**config.mk**
```make
export PLATFORM = sky130hd
export DESIGN_NAME = fetch_stage_flat
export DESIGN_NICKNAME = d
export VERILOG_FILES = /design/src/rtl/fetch_stage_pkg.sv /design/src/rtl/fetch_stage_if.sv /design/src/rtl/fetch_stage_ras_stack.sv /design/src/rtl/fetch_stage.sv /design/src/flat_wrapper.sv
export SDC_FILE = /design/constraint.sdc
export NUM_CORES = 1
export LEC_CHECK = 0
export ABC_AREA = 0
export CAP_MARGIN = 0
export CORE_ASPECT_RATIO = 0.9
export CORE_MARGIN = 2
export CORE_UTILIZATION = 30
export DETAILED_ROUTE_END_ITERATION = 12
export SLEW_MARGIN = 20
export SYNTH_ARGS = -nofsm -noshare
export SYNTH_HDL_FRONTEND = slang
export SYNTH_SLANG_ARGS = --single-unit
```
**constraint.sdc**
```tcl
create_clock -name clk -period 4.22 [get_ports clk]
set_input_delay 0.422 -clock clk [delete_from_list [all_inputs] [get_ports clk]]
set_output_delay 0.422 -clock clk [all_outputs]
set_load 0.03 [all_outputs]
```
**src/rtl/fetch_stage_pkg.sv**
```systemverilog
// fetch_stage_pkg: opcode/funct constants, NOP encoding and the IF/ID payload.
// The control decoder imports the same package.
package fetch_stage_pkg;
    typedef enum logic [5:0] {
        OP_RTYPE = 6'b000000,
        OP_J     = 6'b000010,
        OP_JAL   = 6'b000011,
        OP_BEQ   = 6'b000100
    } opcode_e;
    localparam logic [5:0]  FUNCT_JR         = 6'b001000;
    localparam logic [31:0] NOP              = 32'h0000_0000;
    localparam logic [31:0] PC_RESET_DEFAULT = 32'h0000_0000;
    typedef struct packed {
        logic [31:0] instr;
        logic [31:0] pc_plus4;
        logic        pred_taken;
        logic [31:0] pred_target;
        logic        valid;
    } if_id_t;
    function automatic logic [31:0] br_offset(input logic [15:0] imm);
        return {{14{imm[15]}}, imm, 2'b00};
    endfunction
endpackage

```
**src/rtl/fetch_stage_if.sv**
```systemverilog
// fetch_stage_if: EX control, instruction-memory and IF/ID signals of the fetch stage.
interface fetch_stage_if;
    logic        stall;
    logic        redirect_valid;
    logic [31:0] redirect_pc;
    logic [31:0] imem_addr;
    logic [31:0] imem_rdata;
    logic [31:0] if_id_instr;
    logic [31:0] if_id_pc_plus4;
    logic        if_id_pred_taken;
    logic [31:0] if_id_pred_target;
    logic        if_id_valid;
    modport master (
        input  stall, redirect_valid, redirect_pc, imem_rdata,
        output imem_addr, if_id_instr, if_id_pc_plus4, if_id_pred_taken, if_id_pred_target, if_id_valid
    );
    modport slave (
        output stall, redirect_valid, redirect_pc, imem_rdata,
        input  imem_addr, if_id_instr, if_id_pc_plus4, if_id_pred_taken, if_id_pred_target, if_id_valid
    );
endinterface

```
**src/rtl/fetch_stage_ras_stack.sv**
```systemverilog
// ras_stack: circular return-address stack; a push when full overwrites the oldest entry.
module ras_stack #(
    parameter int DEPTH = 4
) (
    input  logic        clk,
    input  logic        reset,
    input  logic        push_i,
    input  logic        pop_i,
    input  logic [31:0] data_i,
    output logic [31:0] top_o,
    output logic        empty_o,
    output logic        full_o
);
    localparam int AW = $clog2(DEPTH);
    logic [31:0]   mem_q [DEPTH];
    logic [AW-1:0] ptr_q;
    logic [AW:0]   cnt_q;
    // ptr_q is the next free slot, so the top sits one below it.
    assign top_o   = mem_q[ptr_q - AW'(1)];
    assign empty_o = cnt_q == '0;
    assign full_o  = cnt_q == (AW+1)'(DEPTH);
    always_ff @(posedge clk) begin
        if (reset) begin
            ptr_q <= '0;
            cnt_q <= '0;
        end else if (push_i) begin
            mem_q[ptr_q] <= data_i;
            ptr_q        <= ptr_q + AW'(1);
            cnt_q        <= full_o ? cnt_q : cnt_q + 1'b1;
        end else if (pop_i && !empty_o) begin
            ptr_q <= ptr_q - AW'(1);
            cnt_q <= cnt_q - 1'b1;
        end
    end
endmodule

```
**src/rtl/fetch_stage.sv**
```systemverilog
// fetch_stage: PC, static branch prediction and the IF/ID register.
// Define RAS_EN to predict JR $31 from a return-address stack.
module fetch_stage
    import fetch_stage_pkg::*;
#(
    parameter logic [31:0] PC_RESET  = PC_RESET_DEFAULT,
    parameter int          RAS_DEPTH = 4
) (
    input logic           clk,
    input logic           reset,
    fetch_stage_if.master bus
);
    if (RAS_DEPTH < 2 || (RAS_DEPTH & (RAS_DEPTH - 1)) != 0) begin : g_bad_depth
        $error("RAS_DEPTH must be a power of 2, at least 2");
    end
    logic [31:0] instr, pc_q, pc_d, pc_plus4, target, ras_top;
    logic [5:0]  op;
    logic        is_beq_bwd, is_j, ras_pop, pred_taken;
    if_id_t      if_id_q, if_id_d;
    assign instr      = bus.imem_rdata;
    assign op         = instr[31:26];
    assign pc_plus4   = pc_q + 32'd4;
    assign is_beq_bwd = op == OP_BEQ && instr[15];
    assign is_j       = op == OP_J || op == OP_JAL;
`ifdef RAS_EN
    logic advance, ras_empty;
    assign advance = !bus.redirect_valid && !bus.stall;
    // Only JR through $31 counts as a return.
    assign ras_pop = op == OP_RTYPE && instr[5:0] == FUNCT_JR && instr[25:21] == 5'd31 && !ras_empty;
    ras_stack #(.DEPTH(RAS_DEPTH)) u_ras (
        .clk    (clk),
        .reset  (reset),
        .push_i (advance && op == OP_JAL),
        .pop_i  (advance && ras_pop),
        .data_i (pc_plus4),
        .top_o  (ras_top),
        .empty_o(ras_empty),
        .full_o ()
    );
`else
    assign ras_pop = 1'b0;
    assign ras_top = pc_plus4;
`endif
    assign pred_taken = is_beq_bwd || is_j || ras_pop;
    assign target = is_beq_bwd ? pc_plus4 + br_offset(instr[15:0])
                  : is_j       ? {pc_plus4[31:28], instr[25:0], 2'b00}
                  : ras_pop    ? ras_top
                  :              pc_plus4;
    assign bus.imem_addr         = pc_q;
    assign bus.if_id_instr       = if_id_q.instr;
    assign bus.if_id_pc_plus4    = if_id_q.pc_plus4;
    assign bus.if_id_pred_taken  = if_id_q.pred_taken;
    assign bus.if_id_pred_target = if_id_q.pred_target;
    assign bus.if_id_valid       = if_id_q.valid;
    always_comb begin
        pc_d    = pc_q;
        if_id_d = if_id_q;
        if (bus.redirect_valid) begin
            pc_d               = bus.redirect_pc & ~32'h3;
            if_id_d.instr      = NOP;
            if_id_d.pred_taken = 1'b0;
            if_id_d.valid      = 1'b0;
        end else if (!bus.stall) begin
            pc_d    = target;
            if_id_d = '{instr: instr, pc_plus4: pc_plus4, pred_taken: pred_taken,
                        pred_target: target, valid: 1'b1};
        end
    end
    always_ff @(posedge clk) begin
        if (reset) begin
            pc_q    <= PC_RESET & ~32'h3;
            if_id_q <= '0;
        end else begin
            pc_q    <= pc_d;
            if_id_q <= if_id_d;
        end
    end
endmodule
```
**src/flat_wrapper.sv**
```systemverilog
// flat-port wrapper written by rule: the top's interface ports become plain ports
module fetch_stage_flat import fetch_stage_pkg::*;
#(
    parameter logic [31:0] PC_RESET  = PC_RESET_DEFAULT,
    parameter int          RAS_DEPTH = 4
)
  (clk, reset, bus_stall, bus_redirect_valid, bus_redirect_pc, bus_imem_rdata, bus_imem_addr, bus_if_id_instr, bus_if_id_pc_plus4, bus_if_id_pred_taken, bus_if_id_pred_target, bus_if_id_valid);
  fetch_stage_if bus_i ();
  input logic clk;
  input logic reset;
  input wire logic [$bits(bus_i.stall)-1:0] bus_stall;
  input wire logic [$bits(bus_i.redirect_valid)-1:0] bus_redirect_valid;
  input wire logic [$bits(bus_i.redirect_pc)-1:0] bus_redirect_pc;
  input wire logic [$bits(bus_i.imem_rdata)-1:0] bus_imem_rdata;
  output wire logic [$bits(bus_i.imem_addr)-1:0] bus_imem_addr;
  output wire logic [$bits(bus_i.if_id_instr)-1:0] bus_if_id_instr;
  output wire logic [$bits(bus_i.if_id_pc_plus4)-1:0] bus_if_id_pc_plus4;
  output wire logic [$bits(bus_i.if_id_pred_taken)-1:0] bus_if_id_pred_taken;
  output wire logic [$bits(bus_i.if_id_pred_target)-1:0] bus_if_id_pred_target;
  output wire logic [$bits(bus_i.if_id_valid)-1:0] bus_if_id_valid;
  assign bus_i.stall = bus_stall;
  assign bus_i.redirect_valid = bus_redirect_valid;
  assign bus_i.redirect_pc = bus_redirect_pc;
  assign bus_i.imem_rdata = bus_imem_rdata;
  assign bus_imem_addr = bus_i.imem_addr;
  assign bus_if_id_instr = bus_i.if_id_instr;
  assign bus_if_id_pc_plus4 = bus_i.if_id_pc_plus4;
  assign bus_if_id_pred_taken = bus_i.if_id_pred_taken;
  assign bus_if_id_pred_target = bus_i.if_id_pred_target;
  assign bus_if_id_valid = bus_i.if_id_valid;
  fetch_stage #(.PC_RESET(PC_RESET), .RAS_DEPTH(RAS_DEPTH)) u_core (.clk(clk), .reset(reset), .bus(bus_i));
endmodule
```
==> results of run 1 <==
-- power breakdown --
group          switching (mW)  leakage [nW]  total [mW]  internal [mW]
Clock                   0.584         0.254        1.43          0.842
Sequential             0.0522          1.06        1.34           1.29
Combinational           0.498          2.73       0.841          0.343
Total                    1.13          4.05        3.61           2.47
-- registers in the layout, summed over array words and instances, names as in the netlist --
name	count
u_core.bus.if_id_instr	32
u_core.bus.if_id_pc_plus4	32
u_core.bus.if_id_pred_target	32
u_core.bus.imem_addr	32
u_core.bus.if_id_pred_taken	1
u_core.bus.if_id_valid	1
-- worst reg2reg max path: stages, from the launching register on --
cell     delay, ns
dfxtp_1       0.43
ha_1          0.25
and2_1        0.21
and4_4        0.25
nand4_1       0.24
nor2_1        0.20
xnor2_1       0.18
ha_1          0.44
nand2_1       0.14
or4_1         0.53
o21ai_1       0.27
a31oi_1       0.17
xor2_1        0.20
o31ai_1       0.24
-- final timing paths --
path                                    start                          endpoint  slack (ns)  cells past startpoint
min reg2reg  u_core.bus.if_id_pred_target[17]  u_core.bus.if_id_pred_target[17]        0.45                      2
min                                     reset  u_core.bus.if_id_pred_target[15]        0.45                      3
max reg2reg           u_core.bus.imem_addr[3]          u_core.bus.imem_addr[31]        0.37                     13
max                   u_core.bus.imem_addr[3]          u_core.bus.imem_addr[31]        0.37                     13
-- Yosys cell counts (3+ instances only) --
library cell,number
or2_2,3
o21ai_1,8
o221ai_1,5
o31a_1,3
xnor2_1,29
nand2_1,78
o31ai_1,6
and3_1,6
and4_4,3
inv_1,31
xor2_1,22
buf_1,6
o21ai_0,34
nand2b_1,7
nand3_1,19
nor2_1,137
dfxtp_1,130
o221a_2,3
o211ai_1,3
nor4_1,3
a31oi_1,5
clkbuf_1,41
a221o_1,4
a211oi_1,16
buf_4,6
mux2i_1,34
ha_1,36
nor3_1,34
nor2b_1,7
and2_1,4
nand4_1,8
a21oi_1,119
a221oi_1,5
a21o_1,14
-- per-stage QoR --
stage / instance area [sq um] / instances / setup WS [ns]
after CTS: 10200 / 1428 / 0.419
after global routing: 10200 / 1428 / 0.105
after floorplan: 7320 / 918 / 0.674
final: 10200 / 1429 / 0.374
after global placement: 9640 / 1396 / 0.484
after detailed placement: 9640 / 1396 / 0.441
-- kinds of logic after synthesis --
| family | Yosys count |
|---|---|
| AOI/OAI and AO/OA | 255 |
| xor gates and xnor gates | 52 |
| adders and majority gates | 37 |
| buffers and inverters | 84 |
| DFF | 130 |
| muxes | 34 |
| and+or+nand+nor | 326 |
-- layer usage --
| metal | track usage | up-vias | wire [um] |
|---|---|---|---|
| met5 | 0 | - | 0 |
| met4 | 0.0538 | 0 | 335 |
| met3 | 0.0444 | 23 | 2080 |
| met2 | 0.296 | 285 | 10900 |
| met1 | 0.317 | 3496 | 13300 |
| li1 | - | 3635 | - |
-- area by class of cell --
cell class	instances	area (sq um)	area share
Timing Repair Buffer	223	2150	0.210
Clock inverter	11	105	0.0103
Sequential cell	130	2600	0.255
Antenna cell	1	2.50	0.000245
Inverter	31	116	0.0114
Multi-Input combinational cell	704	4390	0.430
Clock buffer	21	460	0.0451
Tap cell	308	385	0.0377
==> out/metrics.yaml, run 1 <==
run_status:
  status: "finished, final reports clean"
worst_setup_path:
  slowest_stage: "or4_1"
  path_class: "reg -> reg"
  arrival_ns: 4.18
  path_cells: "ha_1 > and2_1 > and4_4 > nand4_1 > nor2_1 > xnor2_1 > ha_1 > nand2_1 > or4_1 > o21ai_1 > a31oi_1 > xor2_1 > o31ai_1"
  cp_max_fo: 6
  critPathTopFamily: "simple AND/OR/NAND/NOR gates"
  worst-path-buf-inv: 0
  end_kind: "flip-flop"
  cp_common_cell: "ha_1"
  startpoint_type: "flip-flop"
  slowest_delay_ns: 0.53
  cp.required_ns: 4.56
clocking:
  ctsResizeCount: 0
  clockBufferDepth: 2
  cts_tree: "yes"
  cts_max_level: 4
  postCtsHoldBufs: 0
  numClockSinks: 130
  cts_made_buffers: 17
  clk_pin_slew_worst_paths_ns: 0.06
  clkLatencyLatePin_ns: 0.43
  clockRootBuffer: "clkbuf_16"
  post_cts_buffers: 0
detailed_routing:
  routedWlPerCell_um: 18.7
  antenna_left: 0
  via_count: 7439
  routed_wirelength_mm: 26.7
  vias_per_cell: 5.21
  drtIter0Drc: 615
  dr.pass1.iters: 4
  drc: 0
timing:
  finalSetupViolCount: 0
  finClkSkew_ns: 0.0108
  slew-limit-headroom: 0.422
  tightest_slew_ns: 0.867
  final_max_slew_viol_count: 0
  period_minus_slack_ns: 3.85
  rsz0062_at_grt: "no"
  finalHoldViolCount: 0
  holdWs_ns: 0.445
  fmax_mhz: 260
  tns_ns: 0
  fin_crit_sh: 0.911
synthesis:
  synth_compound_area_frac: 0.219
  yosys.area_share.simple: 0.206
  syn_nets: 1023
  muxShareOfSynthArea: 0.0465
  synth_top_family_by_area: "compound AO/OA/AOI/OAI gates"
  synth_top_flop_cell: "dfxtp_1"
  synthXorXnorAreaFrac: 0.0632
  yosysSeqAreaShare: 0.355
  yosysTopAreaCell: "dfxtp_1"
  synthTopCellsByArea: "dfxtp_1, a21oi_1, nor2_1"
  synth_top_area_frac: 0.355
  synthesis.area_sq_mm: 0.00732
  synth_cell_types: 69
  synth_edf_count: 0
  yosys_warnings: 0
  synth.avg_cell_area_sq_um: 7.98
  yosys_register_bits: 130
  yosys.area_share.adder: 0.0642
  synthCells: 918
  async_flop_share: 0
pwr:
  peakVddDrop_mv: 0.150
  p_leak_nw: 4.05
  p_total_mw: 3.61
  power_density_mw_per_mm2: 353
floorplanning:
  fp.coreArea_sq_mm: 0.0241
  rows: 54
  io_pins: 198
  die_w_um: 169
  die_y_um: 152
  die_area_sq_mm: 0.0257
  initial_core_util: 0.304
layout:
  num-nets-final: 1212
  fillers: 2440
  mostFrequentLayoutCells: "clkdlybuf4s50_1, nor2_1, dfxtp_1"
  layout-drive-gt1-share: 0.0795
  final_util: 0.423
  mostFrequentLayoutCell: "clkdlybuf4s50_1"
  syn2layout_area_growth_pct: 39.4
flow_run:
  maxCapViolCount: 0
grt:
  grt_pass1_wl_mm: 41.5
  grt_start_max_net_pins: 79
  grt_overflow_total: 0
  grt_antenna_before_repair: 1
  grt_usage: 0.209
  grt_pass1_vias: 7004
placed_design:
  port_buffers: 195
  dp_hpwl_mm: 19.9
  routabilityCongestion: 0.903
worst_hold_path:
  hp-class: "in -> reg"
Note: power is estimated with default switching activity, not from simulation.
==> inputs of run 2 (changes only) <==
--- a/config.mk
+++ b/config.mk
@@ -11,6 +11,7 @@
 export CORE_MARGIN = 2
 export CORE_UTILIZATION = 30
 export DETAILED_ROUTE_END_ITERATION = 12
+export SETUP_SLACK_MARGIN = 0.5
 export SLEW_MARGIN = 20
 export SYNTH_ARGS = -nofsm -noshare
 export SYNTH_HDL_FRONTEND = slang
==> run 2 against run 1 <==
Final cell count is 0.35% higher. Critical endpoint is now u_core.bus.imem_addr[19]. Wire length is 0.77% higher. Largest cell class unchanged. Largest power group unchanged. Setup slack better by 0.27 ns.
==> out/metrics.yaml, run 2 (same netlist as run 1, synthesis figures left out) <==
grt:
  grt_start_max_net_pins: 79  # unchanged
  grt_antenna_before_repair: 1  # unchanged
  grt_usage: 0.209  # about the same
  grt_pass1_vias: 7016  # was 7004
  grt_overflow_total: 0  # unchanged
  grt_pass1_wl_mm: 41.6  # was 41.5 mm
timing:
  rsz0062_at_grt: "yes"  # was no
  fmax_mhz: 280  # was 260 MHz
  period_minus_slack_ns: 3.57  # was 3.85 ns
  finClkSkew_ns: 0.0108  # about the same
  tns_ns: 0  # unchanged
  holdWs_ns: 0.442  # was 0.445 ns
  final_max_slew_viol_count: 0  # unchanged
  fin_crit_sh: 0.847  # was 0.911
  slew-limit-headroom: 0.400  # was 0.422
  finalHoldViolCount: 0  # unchanged
  tightest_slew_ns: 0.900  # was 0.867 ns
  finalSetupViolCount: 0  # unchanged
worst_setup_path:
  rr_worst_depth: 17  # was 13
  arrival_ns: 3.90  # was 4.18 ns
  end_kind: "flip-flop"  # unchanged
  cp_max_fo: 6  # unchanged
  slowest_delay_ns: 0.38  # was 0.53 ns
  worst-path-buf-inv: 2  # was 0
  r2r-end: "u_core.bus.imem_addr[19]"  # was u_core.bus.imem_addr[31]
  critPathTopFamily: "compound AO/OA/AOI/OAI gates"  # was simple AND/OR/NAND/NOR gates
  reg2reg_from: "u_core.bus.imem_addr[3]"  # unchanged
  path_cells: "ha_2 > and2_1 > and4_4 > and3_4 > nand2_1 > xor2_1 > inv_1 > ha_2 > nand4_1 > a21oi_1 > o31a_1 > a211oi_2 > buf_4 > o21ai_2 > xor2_1 > a211o_1 > a32o_1"  # was ha_1 > and2_1 > and4_4 > nand4_1 > nor2_1 > xnor2_1 > ha_1 > nand2_1 > or4_1 > o21ai_1 > a31oi_1 > xor2_1 > o31ai_1
  slowest_stage: "dfxtp_2"  # was or4_1
  startpoint_type: "flip-flop"  # unchanged
  cp.required_ns: 4.54  # was 4.56 ns
  path_class: "reg -> reg"  # unchanged
  r2r_slack_ns: 0.65  # was 0.37 ns
flow_run:
  maxCapViolCount: 0  # unchanged
clocking:
  clockBufferDepth: 2  # unchanged
  cts_tree: "yes"  # unchanged
  clockRootBuffer: "clkbuf_16"  # unchanged
  numClockSinks: 130  # unchanged
  cts_made_buffers: 17  # unchanged
  cts_max_level: 4  # unchanged
  postCtsHoldBufs: 0  # unchanged
  clk_pin_slew_worst_paths_ns: 0.06  # about the same
  clkLatencyLatePin_ns: 0.43  # about the same
floorplanning:
  die_area_sq_mm: 0.0257  # unchanged
  rows: 54  # unchanged
  fp.coreArea_sq_mm: 0.0241  # unchanged
  die_y_um: 152  # unchanged
  die_w_um: 169  # unchanged
  io_pins: 198  # unchanged
  initial_core_util: 0.304  # unchanged
placed_design:
  port_buffers: 195  # unchanged
  dp_hpwl_mm: 19.9  # unchanged
  placed_area_sq_mm: 0.00964  # unchanged
  dp_cells: 1396  # unchanged
  routabilityCongestion: 0.903  # unchanged
run_status:
  status: "finished, final reports clean"  # unchanged
pwr:
  p_leak_nw: 4.11  # was 4.05 nW
  power_density_mw_per_mm2: 349  # was 353 mW/mm^2
  peakVddDrop_mv: 0.150  # about the same
layout:
  syn2layout_area_growth_pct: 42.5  # was 39.4%
  layout-drive-gt1-share: 0.113  # was 0.0795
  mostFrequentLayoutCell: "clkdlybuf4s50_1"  # unchanged
  final_cell_area_sq_mm: 0.0104  # was 0.0102 sq mm
  num-nets-final: 1218  # was 1212
  fillers: 2421  # was 2440
  antennaDiodeCount: 0  # was 1
  final_util: 0.433  # was 0.423
  finalNonFillerCells: 1434  # was 1429
  mostFrequentLayoutCells: "clkdlybuf4s50_1, nor2_1, dfxtp_1"  # unchanged
detailed_routing:
  dr.pass1.iters: 5  # was 4
  routedWlPerCell_um: 18.7  # about the same
  drtIter0Drc: 655  # was 615
  antenna_left: 0  # unchanged
  via_count: 7491  # was 7439
  drc: 0  # unchanged
  routed_wirelength_mm: 26.9  # was 26.7 mm
  vias_per_cell: 5.22  # was 5.21
worst_hold_path:
  holdCritStartpoint: "reset"  # unchanged
  min_to: "u_core.bus.if_id_pred_target[15]"  # unchanged
  worstHoldPathCells: 3  # unchanged
  hp-class: "in -> reg"  # unchanged
-- run 2: cell type report --
| cell class | count | area (sq um) | area share |
|---|---|---|---|
| repair buffers | 229 | 2190 | 0.210 |
| flip-flops and latches | 130 | 2610 | 0.250 |
| clock inverters | 11 | 105 | 0.0101 |
| multi-input cells | 704 | 4570 | 0.438 |
| inverters | 31 | 116 | 0.0112 |
| clock buffers | 21 | 460 | 0.0441 |
| well taps | 308 | 385 | 0.0369 |
-- run 2: power breakdown --
part | internal (mW) | switching, mW
logic | 0.361 | 0.513
clock network | 0.843 | 0.583
registers | 1.29 | 0.0527
total | 2.49 | 1.15
-- run 2: timing repair --
action	4_1_cts	5_1_grt
endpoints found under the setup margin	7	29
gates resized for setup	5	34
pin swaps	0	7
buffers inserted	0	6
-- run 2: worst register-to-register path, cell delays in order, from the launching register on --
cell and delay (ns):
dfxtp_2 0.38, ha_2 0.22, and2_1 0.19, and4_4 0.25, and3_4 0.21, nand2_1 0.07
xor2_1 0.18, inv_1 0.07, ha_2 0.38, nand4_1 0.11, a21oi_1 0.14, o31a_1 0.25
a211oi_2 0.07, buf_4 0.19, o21ai_2 0.12, xor2_1 0.09, a211o_1 0.30, a32o_1 0.24
-- run 2: per-layer routing --
| layer | track usage | routed length (um) |
|---|---|---|
| met1 | 0.318 | 13600 |
| met2 | 0.297 | 11100 |
| met3 | 0.0444 | 1940 |
| met4 | 0.0517 | 300 |
| met5 | 0 | 0 |
-- run 2: stage by stage --
step / total power [mW] / worst slack, ns
floorplan: 1.86 / 0.674
global placement: 2.20 / 0.484
detailed placement: 2.20 / 0.441
CTS: 3.65 / 0.493
global route: 3.81 / 0.460
finish: 3.64 / 0.646
-- run 2: worst max path at each step --
stage | end | cells past startpoint | slack (ns) | start
final | u_core.bus.imem_addr[19] | 17 | 0.65 | u_core.bus.imem_addr[3]
after global routing | u_core.bus.imem_addr[19] | 17 | 0.46 | u_core.bus.imem_addr[3]
after CTS | u_core.bus.imem_addr[31] | 13 | 0.49 | u_core.bus.imem_addr[3]
after detailed placement | u_core.bus.imem_addr[31] | 13 | 0.44 | u_core.bus.imem_addr[3]
after global placement | u_core.bus.imem_addr[31] | 15 | 0.48 | u_core.bus.imem_addr[3]
after floorplan | u_core.bus.imem_addr[19] | 15 | 0.67 | u_core.bus.imem_addr[2]
